**src/rtl/riscv_fetch_pkg.sv**
```systemverilog
// Shared definitions for the instruction fetch stage: boot vector, FSM encoding
// and the layout of a buffered fetch entry.
package riscv_fetch_pkg;

  localparam logic [31:0] BOOT_VECTOR_DEFAULT = 32'h8000_0000;
  localparam int unsigned FIFO_W              = 65;

  typedef enum logic [1:0] {
    FETCH_RUN   = 2'd0,
    FETCH_DRAIN = 2'd1,
    FETCH_FLUSH = 2'd2
  } fetch_state_t;

  typedef struct packed {
    logic [31:0] instr;
    logic [31:0] pc;
    logic        fault;
  } fetch_entry_t;

endpackage

```
**src/rtl/riscv_fetch_fifo.sv**
```systemverilog
// Two-entry skid FIFO between the icache response and decode. The head entry is
// a flop so decode always sees registered data.
module riscv_fetch_fifo
  import riscv_fetch_pkg::*;
(
  input  logic              clk_i,
  input  logic              rst_i,
  input  logic              push,
  input  logic              pop,
  input  logic              clear,
  input  logic [FIFO_W-1:0] wr_data,
  output logic [FIFO_W-1:0] rd_data,
  output logic              valid,
  output logic              full,
  output logic [1:0]        count
);

  logic [FIFO_W-1:0] head_q;
  logic [FIFO_W-1:0] tail_q;
  logic [1:0]        count_q;
  logic              pop_ok;

  assign pop_ok  = pop && (count_q != 2'd0);
  assign rd_data = head_q;
  assign valid   = (count_q != 2'd0);
  assign full    = (count_q == 2'd2);
  assign count   = count_q;

  // Storage and occupancy; a clear wins over any push in the same cycle.
  always_ff @(posedge clk_i or posedge rst_i) begin
    if (rst_i) begin
      head_q  <= {FIFO_W{1'b0}};
      tail_q  <= {FIFO_W{1'b0}};
      count_q <= 2'd0;
    end else if (clear) begin
      count_q <= 2'd0;
    end else begin
      case ({push, pop_ok})
        2'b10: begin
          if (count_q == 2'd0) begin
            head_q  <= wr_data;
            count_q <= 2'd1;
          end else if (count_q == 2'd1) begin
            tail_q  <= wr_data;
            count_q <= 2'd2;
          end else begin
            count_q <= count_q;
          end
        end
        2'b01: begin
          head_q  <= tail_q;
          count_q <= count_q - 2'd1;
        end
        2'b11: begin
          if (count_q == 2'd1) begin
            head_q <= wr_data;
          end else begin
            head_q <= tail_q;
            tail_q <= wr_data;
          end
        end
        default: count_q <= count_q;
      endcase
    end
  end

endmodule

```
**src/rtl/riscv_fetch.sv**
```systemverilog
// Fetch stage: sequential/redirected PC generation, single outstanding icache
// lookup with stale-response dropping, decode FIFO and fence.i flush sequencing.
module riscv_fetch
  import riscv_fetch_pkg::*;
#(
  parameter logic [31:0] BOOT_VECTOR = BOOT_VECTOR_DEFAULT
) (
  input  logic        clk_i,
  input  logic        rst_i,
  input  logic        branch_request_i,
  input  logic [31:0] branch_pc_i,
  input  logic        fence_i_i,
  input  logic [31:0] fence_pc_i,
  input  logic        fetch_accept_i,
  output logic        fetch_valid_o,
  output logic [31:0] fetch_instr_o,
  output logic [31:0] fetch_pc_o,
  output logic        fetch_fault_o,
  output logic        icache_rd_o,
  output logic        icache_flush_o,
  output logic        icache_invalidate_o,
  output logic [31:0] icache_pc_o,
  input  logic        icache_accept_i,
  input  logic        icache_valid_i,
  input  logic        icache_error_i,
  input  logic [31:0] icache_inst_i
);

  fetch_state_t state_q;
  logic [31:0]  pc_q;
  logic [31:0]  tag_pc_q;
  logic [31:0]  fence_pc_q;
  logic         out_q;
  logic         drop_q;

  logic [31:0]  branch_target;
  logic [1:0]   count_q;
  logic [2:0]   occupancy;
  logic         fifo_valid;
  logic         fifo_full;
  logic         pop;
  logic         push;
  logic         clear;
  logic         resp;
  logic         issue;
  logic         fence_start;
  logic [FIFO_W-1:0] fifo_rd_data;
  fetch_entry_t head;

  assign branch_target = branch_pc_i & 32'hFFFF_FFFC;
  assign pop           = fifo_valid && fetch_accept_i;
  // Buffered plus in-flight entries must leave room for the next response.
  assign occupancy     = {1'b0, count_q} + {2'b00, out_q} - {2'b00, pop};
  assign resp          = icache_valid_i && out_q;
  assign icache_rd_o   = !rst_i && (state_q == FETCH_RUN) && !branch_request_i && (occupancy < 3'd2);
  assign issue         = icache_rd_o && icache_accept_i;
  assign fence_start   = (state_q == FETCH_RUN) && fence_i_i;
  assign clear         = branch_request_i || fence_start;
  assign push          = resp && !drop_q && !branch_request_i && (state_q == FETCH_RUN) && !fifo_full;

  riscv_fetch_fifo u_fifo (
    .clk_i   (clk_i),
    .rst_i   (rst_i),
    .push    (push),
    .pop     (pop),
    .clear   (clear),
    .wr_data ({icache_inst_i, tag_pc_q, icache_error_i}),
    .rd_data (fifo_rd_data),
    .valid   (fifo_valid),
    .full    (fifo_full),
    .count   (count_q)
  );

  assign head                = fetch_entry_t'(fifo_rd_data);
  assign fetch_valid_o       = fifo_valid;
  assign fetch_instr_o       = head.instr;
  assign fetch_pc_o          = head.pc;
  assign fetch_fault_o       = head.fault;
  assign icache_flush_o      = (state_q == FETCH_FLUSH);
  assign icache_invalidate_o = 1'b0;
  assign icache_pc_o         = pc_q;

  // PC, outstanding-lookup tracking and fence FSM; a branch overrides the PC.
  always_ff @(posedge clk_i or posedge rst_i) begin
    if (rst_i) begin
      state_q    <= FETCH_RUN;
      pc_q       <= BOOT_VECTOR;
      tag_pc_q   <= 32'h0000_0000;
      fence_pc_q <= 32'h0000_0000;
      out_q      <= 1'b0;
      drop_q     <= 1'b0;
    end else begin
      if (issue) begin
        out_q    <= 1'b1;
        tag_pc_q <= pc_q;
        pc_q     <= pc_q + 32'd4;
      end else if (resp) begin
        out_q <= 1'b0;
      end else begin
        out_q <= out_q;
      end

      if (branch_request_i && out_q && !resp) begin
        drop_q <= 1'b1;
      end else if (resp) begin
        drop_q <= 1'b0;
      end else begin
        drop_q <= drop_q;
      end

      if (branch_request_i) begin
        pc_q <= branch_target;
      end

      case (state_q)
        FETCH_RUN: begin
          if (fence_i_i) begin
            state_q    <= FETCH_DRAIN;
            fence_pc_q <= branch_request_i ? branch_target : fence_pc_i;
          end
        end
        FETCH_DRAIN: begin
          if (branch_request_i) fence_pc_q <= branch_target;
          if (!out_q) state_q <= FETCH_FLUSH;
        end
        FETCH_FLUSH: begin
          if (branch_request_i) fence_pc_q <= branch_target;
          if (icache_accept_i) begin
            state_q <= FETCH_RUN;
            pc_q    <= branch_request_i ? branch_target : fence_pc_q;
          end
        end
        default: state_q <= FETCH_RUN;
      endcase
    end
  end

endmodule

```
**config.mk**
```make
export PLATFORM = sky130hd
export DESIGN_NAME = riscv_fetch
export DESIGN_NICKNAME = d
export VERILOG_FILES = /design/src/rtl/riscv_fetch_pkg.sv /design/src/rtl/riscv_fetch_fifo.sv /design/src/rtl/riscv_fetch.sv
export SDC_FILE = /design/constraint.sdc
export NUM_CORES = 1
export LEC_CHECK = 0
export ABC_AREA = 1
export BUFFER_PORTS_ARGS = -buffer_cell sky130_fd_sc_hd__buf_2
export CAP_MARGIN = 10
export CORE_ASPECT_RATIO = 0.6
export CORE_MARGIN = 5
export CORE_UTILIZATION = 47
export DETAILED_ROUTE_END_ITERATION = 8
export PLACE_DENSITY = 0.68
export SETUP_SLACK_MARGIN = 0.1
export SLEW_MARGIN = 20
export SYNTH_ARGS = -nofsm -noshare
export SYNTH_HDL_FRONTEND = slang
export SYNTH_SLANG_ARGS = --single-unit
```
**constraint.sdc**
```tcl
create_clock -name clk_i -period 7.4 [get_ports clk_i]
set_input_delay 0.74 -clock clk_i [delete_from_list [all_inputs] [get_ports clk_i]]
set_output_delay 0.74 -clock clk_i [all_outputs]
set_load 0.1 [all_outputs]
```
# Word level (Yosys, flattened, before mapping)
# Index checks and enable logic that the tools add are counted.
[totals] reg_bits=232 output_inout_bits=101
[op_classes] bitwise=1 mux=25 add_sub_neg=4 n_reduce_logical=35 order_cmp=1 eq_ne=14
[ops] cell="65-bit 2-to-1 mux" n=4
[ops] cell="32-bit 2-to-1 mux" n=7
[ops] cell="65-bit case mux with 3 select lines" n=1
[ops] cell="65-bit case mux with 2 select lines" n=1
[ops] cell="32-bit case mux with 2 select lines" n=1
[ops] cell="32-bit by 3-bit adder with 32-bit output (second input constant)" n=1
[ops] cell="1-bit logical AND" n=14
[ops] cell="2-bit 2-to-1 mux" n=6
[ops] cell="2-bit nonzero test" n=5
[ops] cell="2-bit == test (second input constant)" n=4
[ops] cell="2-bit != test (second input constant)" n=4
[ops] cell="2-bit by 1-bit == test with 1-bit output (second input constant)" n=3
[ops] cell="2-bit case mux with 3 select lines" n=1
[ops] cell="3-bit AND reduction" n=2
[ops] cell="3-bit nonzero test" n=2
[ops] cell="1-bit logical NOT" n=5
[ops] cell="2-bit logical NOT" n=2
[ops] cell="2-bit by 1-bit != test with 1-bit output (second input constant)" n=2
[ops] cell="4-bit by 2-bit != test with 1-bit output (second input constant)" n=1
[ops] cell="2-bit case mux with 2 select lines" n=1
[ops] cell="2-bit AND reduction" n=2
[ops] cell="4-bit AND reduction" n=1
[ops] cell="2-bit by 1-bit adder with 3-bit output" n=1
[ops] cell="3-bit by 2-bit less-than comparator with 1-bit output (second input constant)" n=1
[ops] cell="other kinds (6)" n=8

# Depth between registers and ports, before layout
# Gate-level depths: netlist of the first run.
[logic_depth] ltp_word=10 mapped_depth=20

# By module
# Synthesis of the first run repeated with hierarchy kept, for this count alone.
[unflattened] cells_unflattened=2066 hier_area_um2=13833.3
[by_module_without_submodules] mod="riscv_fetch_fifo" instances=1 cells_per_inst=1295 area_per_inst_um2=8122.8 seq_area_each_um2=3303.2
[by_module_without_submodules] mod="riscv_fetch" instances=1 cells_per_inst=771 area_per_inst_um2=5710.5 seq_area_each_um2=2503.7

# Least setup slack after synthesis of the first run
# OpenSTA, ideal clock, no wires.
[synth_path] kind="in2out" startpoint="input port rst_i" endpoint="output port icache_rd_o" stages=5 arrival_time_ns=6.737 setup_slack_ns=-0.077 cell_sequence="inv_1 -> nand2_1 -> nor2_2 -> nand2_1 -> inv_1"
[synth_via] elab_chain_len=4
[synth_rtl] item="start, declared" line="riscv_fetch.sv:9" text="input logic rst_i,"
[synth_rtl] item="1-bit logical NOT (no source line)"
[synth_rtl] item="1-bit logical AND (3 in series)" line="riscv_fetch.sv:55" text="assign icache_rd_o = !rst_i && (state_q == FETCH_RUN) && !branch_request_i && (occupancy < 3'd2);"
[synth_rtl] item="end, declared" line="riscv_fetch.sv:19" text="output logic icache_rd_o,"
# Every way passes these cells.

# Worst setup path in the final report of the first run
[layout_path] startpoint="register u_fifo.count_q[1] (netlist: u_fifo.count[1])" endpoint="output port icache_rd_o"
[layout_via] elab_chain_len=5 elab_cells_between_ends=6 classes_between="2 x add/sub; 1 x order compare; 3 x reduce/logical"
[layout_rtl] item="start, declared" line="riscv_fetch_fifo.sv:20" text="logic [1:0] count_q;"
[layout_rtl] item="start signal, assigned" line="riscv_fetch_fifo.sv:47" text="count_q <= count_q;"
[layout_rtl] item="start signal, assigned" line="riscv_fetch_fifo.sv:52" text="count_q <= count_q - 2'd1;"
[layout_rtl] item="start signal, assigned" line="riscv_fetch_fifo.sv:62" text="default: count_q <= count_q;"
[layout_rtl] item="parallel branches: the longest is 2 deep, another holds 2-bit by 1-bit adder with 3-bit output"
[layout_rtl] item="3-bit by 1-bit subtractor with 3-bit output *" line="riscv_fetch.sv:53" text="assign occupancy = {1'b0, count_q} + {2'b00, out_q} - {2'b00, pop};"
[layout_rtl] item="3-bit by 2-bit less-than comparator with 1-bit output *" line="riscv_fetch.sv:55"
[layout_rtl] item="1-bit logical AND *" line="riscv_fetch.sv:55"
# Every way passes the cells marked *.

==> impl_metrics.csv, run 1 <==
group,metric,value,unit
worst_setup_path,rr_startpoint,"u_fifo.count[1]",
place,dp_hpwl,25700,um
hold_path,hp-class,"in -> reg",
synth,synth_top_cell_area_share,44.1,%
synth,synth_ff_type,"dfrtp_1",
clock_network,h-tree-depth,1,
sta,worst_pin_slew,1.02,ns
sta,setup_viol,0,
synth,syn_inst,1799,
synth,async_flop_share,100,%
worst_setup_path,critPathMaxFanout,44,
route,routedWlPerCell,16.4,um
global_route,antenna_found_initial,0,
sta,period_needed,5.35,ns
synth,netlist_area,13100,um2
worst_setup_path,cp_slowest_cell,"inv_2",
synth,avgSynthCellArea,7.29,um2
job,drv_cap,0,
die,die_x,226,um
clock_network,holdBufCountCts,0,
synth,yosys-top-cells-area,"dfrtp_1 (44%), nand2_1 (16%), o21ai_0 (9.3%)",
die,io-pin-count,205,
synth,yosysSeqAreaShare,44.3,%
worst_setup_path,crit_path_end_kind,"output pin",
worst_setup_path,critPathMaxStageDelay,0.85,ns
clock_network,root_buffer,"clkbuf_16",
clock_network,clock-sinks,232,
clock_network,clockBufferDepth,3,
synth,ys_ff_latch,232,
worst_setup_path,cp_cell_sequence,"inv_1 -> ha_1 -> inv_2 -> nand2_4 -> inv_2 -> ha_1 -> or2_2 -> fa_1 -> nand2_1 -> nor2_2 -> nand2_1 -> inv_1 -> buf_2",
final_layout,fin_nets,2041,
global_route,grt_max_degree,168,
clock_network,post_cts_resized,0,
worst_setup_path,critPathBufInv,5,
worst_setup_path,endpoint,"icache_rd_o",
route,firstDrtPassIters,6,
sta,fin_setup_tns,0,ns
global_route,grtUsageTotal,23.5,%
clock_network,numCtsBuffers,24,
sta,slew_violations,0,
die,die_h,139,um
clock_network,cts_tree,"yes",
route,final_antenna_net_count,0,
synth,yosysWarnings,0,
synth,synth_top_area_cell,"dfrtp_1",
final_layout,num_antenna_cells,0,
global_route,grt_pass1_wl,61800,um
final_layout,layout_commonest_cell,"nand2_1",
worst_setup_path,critPathLaunchType,"flip-flop",
worst_setup_path,crit_family,"buffers and inverters",
global_route,grt_overflow,0,
worst_setup_path,critical_path_class,"reg -> out",
route,vias,12471,
worst_setup_path,r2r_slack,2.20,ns
synth,ys_types,44,
worst_setup_path,r2r_cells,17,
sta,fin_crit_sh,72.3,%
die,rows,47,
die,start_util,47.7,%
power,leakage,7.12,nW
place,gp_congestion,0.881,
worst_setup_path,critPathRequiredTime,6.66,ns
route,drtIter0Drc,1020,
place,dp_cells,2268,
clock_network,clock_latency,0.54,ns
place,port_buffers,201,
sta,rsz0062_at_grt,"false",
final_layout,synthToLayoutAreaGrowth,14.1,%
die,die-area,31500,um2
final_layout,layout_common_cells,"nand2_1 (547), o21ai_0 (243), inv_1 (232)",
sta,finalHoldViolCount,0,
power,peakVddDrop,345,uV
synth,synth_edf_count,0,
sta,finalClockSkew,0.0181,ns
worst_setup_path,timing.rr.end,"icache_pc_o[19]",
clock_network,cts_setup_buffers,0,
hold_path,min_from,"icache_valid_i",
final_layout,drive_gt1_share,14.7,%
worst_setup_path,cp.depth,13,
status,status,"complete, no violations",
power,power.total,0.00723,W
synth,synthesis.nets,1913,
clock_network,cts.clk_slew.worst_paths,0.06,ns
worst_setup_path,critPathLaunch,"u_fifo.count[1]",
global_route,grt_pass1_vias,11756,
route,vias_per_cell,5.40,
sta,fmax,0.187,GHz
final_layout,fin_cells,2311,
die,coreArea,27500,um2
worst_setup_path,cp.arrival,4.61,ns
route,routed_wl,37800,um
sta,max_slew_margin,32.0,%
route,drc_errors,0,
power,powerDensity,483,nW/um2
[stage by stage]
stage / setup slack [ns] / cell area [um2] / utilization, % / hold WS (ns)
2_1_floorplan: 1.90 / 13100 / - / 0.449
3_3_place_gp: 2.32 / 14200 / 51.5 / 0.462
3_5_place_dp: 2.27 / 14200 / 51.5 / 0.469
4_1_cts: 2.04 / 15000 / 54.4 / 0.365
5_1_grt: 1.78 / 15000 / 54.4 / 0.423
6_report: 2.05 / 15000 / 54.4 / 0.394
[power by group]
part | total [W] | internal [W] | switching, W | leakage [nW]
registers | 0.00208 | 0.00173 | 0.000346 | 2.70
clock network | 0.00123 | 0.000704 | 0.000528 | 0.403
logic | 0.00392 | 0.000778 | 0.00314 | 4.01
total | 0.00723 | 0.00322 | 0.00401 | 7.12
[worst min-delay path by stage]
stage | cells after the start | slack [ns] | end
2_1_floorplan | 2 | 0.45 | fence_pc_q[11]
3_3_place_gp | 2 | 0.46 | fence_pc_q[11]
3_5_place_dp | 2 | 0.47 | fence_pc_q[11]
4_1_cts | 2 | 0.37 | out_q
5_1_grt | 2 | 0.42 | out_q
6_report | 2 | 0.39 | out_q
[cells by family (layout without fill, tap and decap cells)]
logic type	count (synthesis)	count (layout)	synth area share [%]
other cells	1	1	0.0286
compound gates	428	428	19.4
simple gates	762	762	23.2
flops	232	232	44.3
fa+ha+maj	10	10	1.01
buf+inv	351	496	11.0
mux	3	3	0.248
xor+xnor	12	12	0.801
[layout make-up]
type | count | area [um2]
Fill cell | 2609 | 12600
Multi-Input combinational cell | 1216 | 5890
Sequential cell | 232 | 5810
Timing Repair Buffer | 214 | 1120
Inverter | 239 | 901
Clock buffer | 36 | 757
Tap cell | 367 | 459
Clock inverter | 7 | 35.0
[registers in the layout, summed over array words and instances, names as in the netlist]
| signal | flops |
|---|---|
| tag_pc_q | 32 |
| u_fifo.tail_q | 65 |
| fence_pc_q | 32 |
| drop_q | 1 |
| u_fifo.count | 2 |
| state_q | 2 |
| u_fifo.rd_data | 65 |
| out_q | 1 |
| icache_pc_o | 32 |
[routing by layer]
layer  GRT usage, %  vias to the layer above  wire [um]
met5              0                        -          0
met4           4.81                        0        677
met3           4.31                       54       2780
met2           35.1                      402      16300
met1           36.0                     5931      18100
li1               -                     6084          -
[cells in the mapped netlist, drive strengths merged (23+ instances only)]
master	n
o221ai	33
a31oi	23
o21ai	252
nand3	57
o211ai	58
clkbuf	58
buf	54
dfrtp	231
inv	238
nand2	549
nor2	142
o22ai	28
No activity file was read; power rests on OpenSTA's default activity.
==> run 2, diff against run 1 <==
==> constraint.sdc (replaced) <==
create_clock -name clk_i -period 4.85 [get_ports clk_i]
set_input_delay 0.485 -clock clk_i [delete_from_list [all_inputs] [get_ports clk_i]]
set_output_delay 0.485 -clock clk_i [all_outputs]
set_load 0.1 [all_outputs]
==> run 2 against run 1 <==
  * Utilization up 0.51 points
  * Power up 54%
  * Combinational power up 53%
  * Via count unchanged
  * Worst hold slack worse by 0.23 ns
  * Sequential share of layout area down 0.36 points
  * Clock skew down 0.0078 ns
  * Design area up 0.94%
==> impl_metrics.csv, run 2 (synthesized netlist as in run 1, its figures left out) <==
group,metric,value,unit
final_layout,fin_nets,2044,
place,gp_congestion,0.906,
clock_network,clockBufferDepth,3,
place,port_buffers,201,
final_layout,layout_commonest_cell,"nand2_1",
route,drc_errors,0,
hold_path,hp-class,"in -> reg",
sta,max_slew_margin,33.9,%
clock_network,h-tree-depth,1,
route,routedWlPerCell,16.3,um
route,final_antenna_net_count,0,
sta,finalHoldViolCount,0,
clock_network,cts_setup_buffers,0,
global_route,grt_max_degree,160,
worst_setup_path,r2r_slack,1.01,ns
worst_setup_path,cp.arrival,3.43,ns
sta,fin_hold_ws,0.163,ns
job,drv_cap,0,
clock_network,holdBufCountCts,0,
worst_setup_path,crit_path_end_kind,"output pin",
die,start_util,47.7,%
route,vias_per_cell,5.39,
power,peakVddDrop,533,uV
worst_setup_path,critPathLaunchType,"flip-flop",
place,dp_cells,2270,
status,status,"complete, no violations",
place,place_ws,1.05,ns
final_layout,num_antenna_cells,0,
clock_network,clock_latency,0.53,ns
worst_setup_path,timing.rr.end,"icache_pc_o[26]",
sta,worst_pin_slew,0.992,ns
final_layout,fillers,2630,
place,dp_hpwl,25100,um
clock_network,root_buffer,"clkbuf_16",
die,die_x,226,um
global_route,grtUsageTotal,23.5,%
worst_setup_path,rr_startpoint,"u_fifo.count[1]",
clock_network,post_cts_resized,0,
worst_setup_path,critical_path_class,"reg -> out",
global_route,grt_overflow,0,
sta,slew_violations,0,
sta,rsz0062_at_grt,"false",
die,rows,47,
final_layout,fin_area,15100,um2
clock_network,cts.clk_slew.worst_paths,0.07,ns
route,vias,12471,
worst_setup_path,critPathRequiredTime,4.37,ns
final_layout,synthToLayoutAreaGrowth,15.2,%
clock_network,cts_tree,"yes",
die,die_h,139,um
sta,finalClockSkew,0.0103,ns
worst_setup_path,critPathMaxFanout,4,
place,dpl_cell_area,14300,um2
die,coreArea,27500,um2
global_route,grt_pass1_vias,11793,
power,leakage,7.17,nW
final_layout,fin_util,54.9,%
sta,setup_viol,0,
die,die-area,31500,um2
final_layout,multi_input_area,5900,um2
global_route,antenna_found_initial,1,
final_layout,drive_gt1_share,14.7,%
final_layout,seqCellArea,5810,um2
sta,fin_crit_sh,80.7,%
die,io-pin-count,205,
hold_path,min_from,"icache_valid_i",
hold_path,min_path_cells,2,
clock_network,clock-sinks,232,
worst_setup_path,r2r_cells,18,
route,firstDrtPassIters,6,
route,drtIter0Drc,1196,
clock_network,numCtsBuffers,24,
sta,fin_ws,0.934,ns
worst_setup_path,critPathLaunch,"u_fifo.count[1]",
global_route,grt_pass1_wl,61600,um
hold_path,min_to,"out_q",
sta,period_needed,3.92,ns
final_layout,layout_common_cells,"nand2_1 (547), inv_1 (232), o21ai_0 (232)",
final_layout,fin_cells,2315,
power,powerDensity,738,nW/um2
route,routed_wl,37700,um
sta,fmax,0.255,GHz
run 2: cell count changes in the layout (fill, tap and decap cells not counted), moves of 4 or more:
cell / before / now
clkbuf_8: 9 / 1
o21ai_0: 243 / 232
bufinv_16: 0 / 4
clkbuf_1: 2 / 6
buf_12: 1 / 5
o21ai_1: 8 / 19
run 2: area by class of cell:
type / instances / area share (%)
repair buffers: 217 / 8.00
well taps: 367 / 3.04
clock buffers: 32 / 4.38
inverters: 239 / 5.97
clock inverters: 12 / 1.09
flip-flops and latches: 232 / 38.4
multi-input cells: 1216 / 39.1
run 2: through the flow:
step | power, W | TNS (ns)
global route | 0.0118 | 0
detailed placement | 0.00918 | 0
CTS | 0.0112 | 0
global placement | 0.00908 | 0
floorplan | 0.00793 | -0.517
finish | 0.0112 | 0
run 2: worst max-delay path: stages, from the launching register on:
cell     delay, ns
dfrtp_1       0.43
inv_1         0.17
ha_1          0.29
inv_2         0.10
nand2_4       0.07
inv_2         0.03
ha_1          0.26
or2_2         0.30
fa_1          0.48
nand2_1       0.06
nor2_2        0.13
nand2_1       0.06
inv_1         0.07
buf_2         0.43
run 2: layer usage:
metal  vias up  routed length [um]  global-route usage, %
li1       6092                   -                      -
met1      5938               17900                   35.7
met2       385               16500                   35.6
met3        54                2430                   3.28
met4         2                 873                   5.60
met5         -                   7                      0
run 2: power by group:
group / total [W] / internal (W) / switching, W
Combinational: 0.00600 / 0.00121 / 0.00478
Clock: 0.00198 / 0.00117 / 0.000805
Sequential: 0.00317 / 0.00264 / 0.000531
run 2: worst max-delay path by stage:
stage,endpoint,slack [ns]
2_1_floorplan,icache_rd_o,-0.14
3_3_place_gp,icache_pc_o[26],1.08
3_5_place_dp,icache_pc_o[26],1.05
4_1_cts,icache_rd_o,0.92
5_1_grt,icache_pc_o[6],0.68
6_report,icache_rd_o,0.93
